File: src/rtl/mips_pipe_ctrl.sv
// mips_pipe_ctrl: pipelined MIPS control with decode, EX/MEM/WB control stages, stall, flush and forwarding
module mips_pipe_ctrl #(
  parameter int MUL_LATENCY = 4,
  parameter bit EN_FWD      = 1'b1,
  parameter int REG_AW      = 5
) (
  input  logic              clk,
  input  logic              rst,
  input  logic              id_valid,
  input  logic [31:0]       id_inst,
  input  logic              ex_zero,
  output logic              id_ready,
  output logic              flush_id,
  output logic [1:0]        pc_src,
  output logic [3:0]        ex_alu_ctrl,
  output logic [1:0]        ex_alu_a_src,
  output logic [1:0]        ex_alu_b_src,
  output logic              ex_ext_bit,
  output logic [1:0]        fwd_a,
  output logic [1:0]        fwd_b,
  output logic              mem_write,
  output logic              mem_access,
  output logic              wb_reg_write,
  output logic [REG_AW-1:0] wb_dest,
  output logic [1:0]        wb_data_src,
  output logic              inv,
  output logic              mul_busy
);
  typedef struct packed {
    logic [3:0]        alu;
    logic [1:0]        a_src;
    logic [1:0]        b_src;
    logic              ext;
    logic              beq;
    logic              bne;
    logic              jmp;
    logic              jr;
    logic              mw;
    logic              mr;
    logic              rw;
    logic [1:0]        dsrc;
    logic              ld;
    logic              mul;
    logic [REG_AW-1:0] dest;
    logic [REG_AW-1:0] rs;
    logic [REG_AW-1:0] rt;
  } ctl_t;

  ctl_t dec, ex_q, ex_d, mem_q, mem_d, wb_q, wb_d;
  logic ex_v_q, ex_v_d, mem_v_q, mem_v_d, wb_v_q, wb_v_d, inv_q, inv_d;
  logic [3:0] cnt_q, cnt_d;
  logic [5:0] op, fn;
  logic ok, use_rs, use_rt, haz, redirect, issue;

  function automatic logic dep(input logic v, input ctl_t s, input logic [REG_AW-1:0] rs,
                               input logic [REG_AW-1:0] rt, input logic urs, input logic urt);
    return v & s.rw & (s.dest != '0) & ((urs & (s.dest == rs)) | (urt & (s.dest == rt)));
  endfunction

  function automatic logic [1:0] fsel(input logic mv, input ctl_t m, input logic wv, input ctl_t w,
                                      input logic [REG_AW-1:0] r);
    return (mv & m.rw & (m.dest != '0) & (m.dest == r)) ? 2'b10 :
           (wv & w.rw & (w.dest != '0) & (w.dest == r)) ? 2'b01 : 2'b00;
  endfunction

  assign op = id_inst[31:26];
  assign fn = id_inst[5:0];

  // decode the ID instruction into a control bundle plus its source-register usage
  always_comb begin
    dec = '0;
    ok = 1'b1;
    use_rs = 1'b1;
    use_rt = 1'b0;
    dec.rs = REG_AW'(id_inst[25:21]);
    dec.rt = REG_AW'(id_inst[20:16]);
    dec.dest = REG_AW'(id_inst[20:16]);
    dec.ext = (op == 6'b001100) | (id_inst[15] & (op != 6'b001101));
    case (op)
      6'b000000: begin
        dec.b_src = 2'b01;
        dec.rw = 1'b1;
        dec.dsrc = 2'b11;
        dec.dest = REG_AW'(id_inst[15:11]);
        use_rt = 1'b1;
        case (fn)
          6'b000000: dec.alu = 4'b0100;
          6'b000010: dec.alu = 4'b0101;
          6'b000011: dec.alu = 4'b0110;
          6'b100000: dec.alu = 4'b0000;
          6'b100010: dec.alu = 4'b0001;
          6'b100100: dec.alu = 4'b0010;
          6'b100101: dec.alu = 4'b0011;
          6'b101010: dec.alu = 4'b1000;
          6'b001000: begin dec.jr = 1'b1; dec.rw = 1'b0; dec.dsrc = 2'b00; end
          6'b011000: begin dec.alu = 4'b1001; dec.mul = 1'b1; end
          default:   ok = 1'b0;
        endcase
      end
      6'b100011: begin dec.rw = 1'b1; dec.mr = 1'b1; dec.ld = 1'b1; end
      6'b100000: begin dec.rw = 1'b1; dec.mr = 1'b1; dec.ld = 1'b1; dec.dsrc = 2'b01; end
      6'b101011: begin dec.mw = 1'b1; use_rt = 1'b1; end
      6'b000100: begin dec.alu = 4'b0001; dec.b_src = 2'b01; dec.beq = 1'b1; use_rt = 1'b1; end
      6'b000101: begin dec.alu = 4'b0001; dec.b_src = 2'b01; dec.bne = 1'b1; use_rt = 1'b1; end
      6'b001000: begin dec.rw = 1'b1; dec.dsrc = 2'b11; end
      6'b001100: begin dec.alu = 4'b0010; dec.rw = 1'b1; dec.dsrc = 2'b11; end
      6'b001101: begin dec.alu = 4'b0011; dec.rw = 1'b1; dec.dsrc = 2'b11; end
      6'b001010: begin dec.alu = 4'b1000; dec.rw = 1'b1; dec.dsrc = 2'b11; end
      6'b001111: begin dec.alu = 4'b0111; dec.a_src = 2'b01; dec.rw = 1'b1; dec.dsrc = 2'b11; use_rs = 1'b0; end
      6'b000010: begin dec.jmp = 1'b1; use_rs = 1'b0; end
      6'b000011: begin dec.jmp = 1'b1; dec.rw = 1'b1; dec.dsrc = 2'b10; dec.dest = REG_AW'(5'd31); use_rs = 1'b0; end
      default:   ok = 1'b0;
    endcase
    dec = ok ? dec : '0;
    use_rs = use_rs & ok & id_valid;
    use_rt = use_rt & ok & id_valid;
  end

  assign mul_busy = ex_v_q & ex_q.mul & (cnt_q != 4'd0);
  assign redirect = ex_v_q & (ex_q.jmp | ex_q.jr | (ex_q.beq & ex_zero) | (ex_q.bne & ~ex_zero));
  assign haz = EN_FWD ? dep(ex_v_q & ex_q.ld, ex_q, dec.rs, dec.rt, use_rs, use_rt)
                      : (dep(ex_v_q, ex_q, dec.rs, dec.rt, use_rs, use_rt) |
                         dep(mem_v_q, mem_q, dec.rs, dec.rt, use_rs, use_rt) |
                         dep(wb_v_q, wb_q, dec.rs, dec.rt, use_rs, use_rt));
  assign id_ready = ~rst & ~mul_busy & (redirect | ~haz);
  assign issue = id_ready & ~redirect & id_valid & ok;

  // next-state of the stage registers: MULT holds EX and feeds bubbles to MEM, redirect kills ID
  always_comb begin
    ex_v_d = mul_busy ? ex_v_q : issue;
    ex_d = mul_busy ? ex_q : (issue ? dec : '0);
    mem_v_d = ~mul_busy & ex_v_q;
    mem_d = mul_busy ? '0 : ex_q;
    wb_v_d = mem_v_q;
    wb_d = mem_q;
    cnt_d = mul_busy ? cnt_q - 4'd1 : ((issue & dec.mul) ? 4'(MUL_LATENCY - 1) : 4'd0);
    inv_d = id_ready & ~redirect & id_valid & ~ok;
  end

  // stage registers, multiply counter and invalid-opcode pulse
  always_ff @(posedge clk) begin
    if (rst) begin
      ex_v_q <= 1'b0;
      mem_v_q <= 1'b0;
      wb_v_q <= 1'b0;
      ex_q <= '0;
      mem_q <= '0;
      wb_q <= '0;
      cnt_q <= 4'd0;
      inv_q <= 1'b0;
    end else begin
      ex_v_q <= ex_v_d;
      mem_v_q <= mem_v_d;
      wb_v_q <= wb_v_d;
      ex_q <= ex_d;
      mem_q <= mem_d;
      wb_q <= wb_d;
      cnt_q <= cnt_d;
      inv_q <= inv_d;
    end
  end

  assign flush_id = redirect;
  assign pc_src = ~redirect ? 2'b00 : ex_q.jmp ? 2'b11 : ex_q.jr ? 2'b10 : 2'b01;
  assign ex_alu_ctrl = ex_v_q ? ex_q.alu : 4'b0000;
  assign ex_alu_a_src = ex_v_q ? ex_q.a_src : 2'b00;
  assign ex_alu_b_src = ex_v_q ? ex_q.b_src : 2'b00;
  assign ex_ext_bit = ex_v_q & ex_q.ext;
  assign fwd_a = (EN_FWD && ex_v_q) ? fsel(mem_v_q, mem_q, wb_v_q, wb_q, ex_q.rs) : 2'b00;
  assign fwd_b = (EN_FWD && ex_v_q) ? fsel(mem_v_q, mem_q, wb_v_q, wb_q, ex_q.rt) : 2'b00;
  assign mem_write = mem_v_q & mem_q.mw;
  assign mem_access = mem_v_q & mem_q.mr;
  assign wb_reg_write = wb_v_q & wb_q.rw;
  assign wb_dest = wb_v_q ? wb_q.dest : '0;
  assign wb_data_src = wb_v_q ? wb_q.dsrc : 2'b00;
  assign inv = inv_q;
endmodule
File: config.mk
export PLATFORM = sky130hd
export DESIGN_NAME = mips_pipe_ctrl
export DESIGN_NICKNAME = d
export VERILOG_FILES = /design/src/rtl/mips_pipe_ctrl.sv
export SDC_FILE = /design/constraint.sdc
export NUM_CORES = 1
export LEC_CHECK = 0
export CAP_MARGIN = 20
export CORE_UTILIZATION = 52
export CTS_BUF_LIST = sky130_fd_sc_hd__clkbuf_8
export DETAILED_ROUTE_END_ITERATION = 6
export GPL_ROUTABILITY_DRIVEN = 0
export HOLD_SLACK_MARGIN = 0.03
export PLACE_DENSITY_LB_ADDON = 0.3
export REMOVE_ABC_BUFFERS = 1
export SYNTH_ARGS = -nofsm -noshare
export SYNTH_HDL_FRONTEND = slang
export SYNTH_SLANG_ARGS = --single-unit
File: constraint.sdc
create_clock -name clk -period 2.8 [get_ports clk]
set_clock_uncertainty 0.2 [all_clocks]
set_input_delay 0.28 -clock clk [delete_from_list [all_inputs] [get_ports clk]]
set_output_delay 0.28 -clock clk [all_outputs]
set_load 0.05 [all_outputs]
==> impl_metrics.json <==
{
  "status": "completed",
  "hold_viol_final": 0,
  "diodes": 0,
  "wl_per_cell_um": 16.0,
  "grt.overflow.total": 0,
  "synth_flop_cell": "dfxtp_1",
  "clk_latency_ns": 0.33,
  "cts_buffers": 9,
  "cp_max_fo": 9,
  "vias_per_cell": 5.74,
  "final_core_util_pct": 70.1,
  "switching_share_pct": 26.1,
  "firstDrtPassIters": 4,
  "grt_max_degree": 26,
  "worst_path_largest_cell_delay_ns": 0.57,
  "leakage_nw": 1.65,
  "reg2reg_to": "ex_q[25]$_SDFFE_PP0N_",
  "p_comb_share_pct": 11.6,
  "ff2ff_path_depth": 9,
  "cts_hold_buf": 0,
  "ant_nets": 0,
  "syn2layout_area_growth_pct": 29.2,
  "fmax_mhz": 363,
  "grt_pass1_vias": 2733,
  "whs_ns": 0.249,
  "worstHoldStart": "mem_q[18]$_SDFF_PP0_",
  "powerDensity_nw_per_um2": 442,
  "p_clk_share_pct": 39.1,
  "clk_pin_slew_ns": 0.06,
  "hpwl_um": 5580,
  "crit_chain": "clkdlybuf4s50_1, nor2b_1, o32ai_2, nand3_1, a211oi_2, a21boi_0, buf_4, buf_12",
  "crit_slowest_cell": "clkdlybuf4s50_1",
  "p_switching_mw": 0.446,
  "syn_avg_cell_area_um2": 9.00,
  "finalSetupViolations": 0,
  "row_count": 27,
  "core_area_um2": 5510,
  "crit_required_ns": 2.32,
  "finalCritPeriodShare_pct": 98.5,
  "fin_ws_ns": 0.0421,
  "rsz0062_at_grt": "yes",
  "pwr-share-seq_pct": 49.2,
  "ys_seq_area_share_pct": 38.8,
  "place_area_um2": 3680,
  "cp_num_buf_inv": 3,
  "ir_worst_vdd_mv": 0.255,
  "worstSetupPathType": "in -> out",
  "async_flop_share_pct": 0,
  "io_pins": 65,
  "die_x_um": 77.8,
  "track_usage_pct": 27.2,
  "port_buffers": 57,
  "grt_pass1_wl_um": 12700,
  "vias": 2726,
  "cap_violations": 0,
  "hold_class": "reg -> reg",
  "clock-root-buffer": "clkbuf_8",
  "worst_slew_pin_slew_ns": 0.611,
  "syn_inst": 332,
  "drt_first_iter_violations": 125,
  "drt-total-wl_um": 7580,
  "tritoncts": "built",
  "dieArea_um2": 6060,
  "relSlewSlack_pct": 58.9,
  "min_to": "wb_q[18]$_SDFF_PP0_",
  "hold_path_depth": 1,
  "rr_startpoint": "cnt_q[0]$_SDFF_PP0_",
  "yosysUniqueCellTypes": 54,
  "h-tree-depth": 3,
  "stdcell_area_um2": 3860,
  "syn-cell-area_um2": 2990,
  "dp_slack_ns": 0.0554,
  "slew_viol_final": 0,
  "drc": 0,
  "r2r_slack_ns": 0.46,
  "start_kind": "primary input",
  "nNetsFinal": 435,
  "antenna_found_initial": 0,
  "clock_path_buffers": 2,
  "synth_edf_count": 0,
  "worstPathArrival_ns": 2.28,
  "fin_crit_ns": 2.76,
  "yosys_warnings": 0,
  "crit_path_end_kind": "primary output",
  "cp_top_family": "buffers and inverters",
  "cts.sinks": 58,
  "start_util_pct": 54.3,
  "die_y_um": 77.8,
  "drive_gt1_share_pct": 12.4,
  "synth_seq_cells": 58,
  "p_int_mw": 1.26
}
## logic make-up after synthesis
family / count (synthesis) / synth area share (%)
AOI/OAI and AO/OA: 67 / 18.9
xor gates and xnor gates: 32 / 9.38
adders and majority gates: 1 / 0.419
buffers and inverters: 28 / 4.90
DFF: 58 / 38.8
muxes: 2 / 0.670
other: 1 / 0.125
and+or+nand+nor: 143 / 26.7
## cells in the final DEF (no fill, tap or decap), types with 3 or more instances in the layout
cell type	synthesis	layout
o311a_1	3	3
a22o_1	24	24
clkbuf_8	0	10
nand2_1	26	26
a21oi_1	5	4
nand2b_1	3	3
nor4_1	6	5
o211ai_1	4	4
and2_1	31	31
or4_1	3	3
inv_1	8	9
buf_4	2	19
clkinv_2	0	3
xnor2_1	11	11
nor2b_1	13	12
a32o_1	5	5
xor2_1	21	21
nand3_1	13	13
o21ai_0	7	7
clkdlybuf4s50_1	0	51
nor2_1	21	21
nor3_1	9	9
dfxtp_1	58	58
## per-layer routing
layer,share of wire [%],GRT usage [%],up-vias
met2,51,48.8,115
li1,-,-,1314
met5,0,0,-
met1,40,30.8,1274
met4,2.8,10.6,0
met3,6.4,6.24,23
## how the worst max path moves through the flow
stage / start / endpoint / slack [ns] / depth (start not counted)
after floorplan: wb_v_q$_SDFF_PP0_ / fwd_b[0] / -0.67 / 4
after global placement: id_inst[26] / id_ready / 0.08 / 8
after detailed placement: id_inst[26] / id_ready / 0.06 / 8
after CTS: mem_q[12]$_SDFF_PP0_ / fwd_b[0] / 0.02 / 5
after global routing: id_inst[29] / id_ready / -0.11 / 9
final: id_inst[26] / id_ready / 0.04 / 8
## metrics by stage
stage | instances | total power [mW] | TNS (ns)
after floorplan | 313 | 0.944 | -4.23
after global placement | 459 | 1.05 | 0
after detailed placement | 459 | 1.06 | 0
after CTS | 475 | 1.71 | 0
after global routing | 475 | 1.78 | -0.112
final | 475 | 1.71 | 0
## power by group through the flow
stage / Combinational [mW] / Clock (mW) / Sequential [mW]
after floorplan: 0.0832 / 0 / 0.861
after global placement: 0.191 / 0 / 0.859
after detailed placement: 0.196 / 0 / 0.860
after CTS: 0.197 / 0.675 / 0.841
after global routing: 0.213 / 0.723 / 0.842
final: 0.199 / 0.668 / 0.841
## registers in the layout (all words and copies together) (netlist names)
| register | cells |
|---|---|
| wb_v_q | 1 |
| inv | 1 |
| wb_q | 8 |
| mem_q | 10 |
| cnt_q | 4 |
| mem_v_q | 1 |
| ex_q | 32 |
| ex_v_q | 1 |
## synthesized netlist by cell type, drive strengths merged, types with 2 or more instances
cell     n  area share [%]
o211ai   4             1.0
dfxtp   58              39
a211oi   2             1.1
or2      5             1.1
o31ai    2            0.50
nand4    2            0.42
a21oi    5            0.84
buf      9             2.5
o41ai    2            0.59
a22o    24             7.0
nand3b   2            0.50
nand2   26             3.3
mux2i    2            0.67
o311a    3             1.0
or4      3            0.75
xnor2   11             3.2
nor4     7             2.0
nor3     9             1.5
a32o     5             1.7
clkbuf  11             1.4
nand3   13             2.2
nor2    22             3.0
nand2b   3            0.63
inv      8             1.0
a41o     3             1.1
o22ai    2            0.42
o21ai    7             1.2
xor2    21             6.2
and2    31             6.5
o221ai   2            0.59
nor2b   13             2.7
## cell type report
cell class                 instances  area (µm²)
multi-input combinational        247        1700
fill                             428        1650
sequential                        58        1160
timing repair buffer              74         711
clock buffer                      10         138
tap                               72        90.1
clock inverter                     6        33.8
inverter                           8        30.0
## worst reg2reg max path, delay by kind of cell, from the launching register on
kind | cells | cell delay (ns)
adders and majority gates | 1 | 0.18
AOI/OAI and AO/OA | 3 | 0.79
and+or+nand+nor | 2 | 0.40
DFF | 1 | 0.32
buffers and inverters | 3 | 0.39
## timing repair
| item | in CTS | in global routing |
|---|---|---|
| buffers inserted | 0 | 0 |
| setup endpoints to repair | 2 | 2 |
| gates resized for setup | 2 | 2 |
No activity file was read; power rests on OpenSTA's default activity.
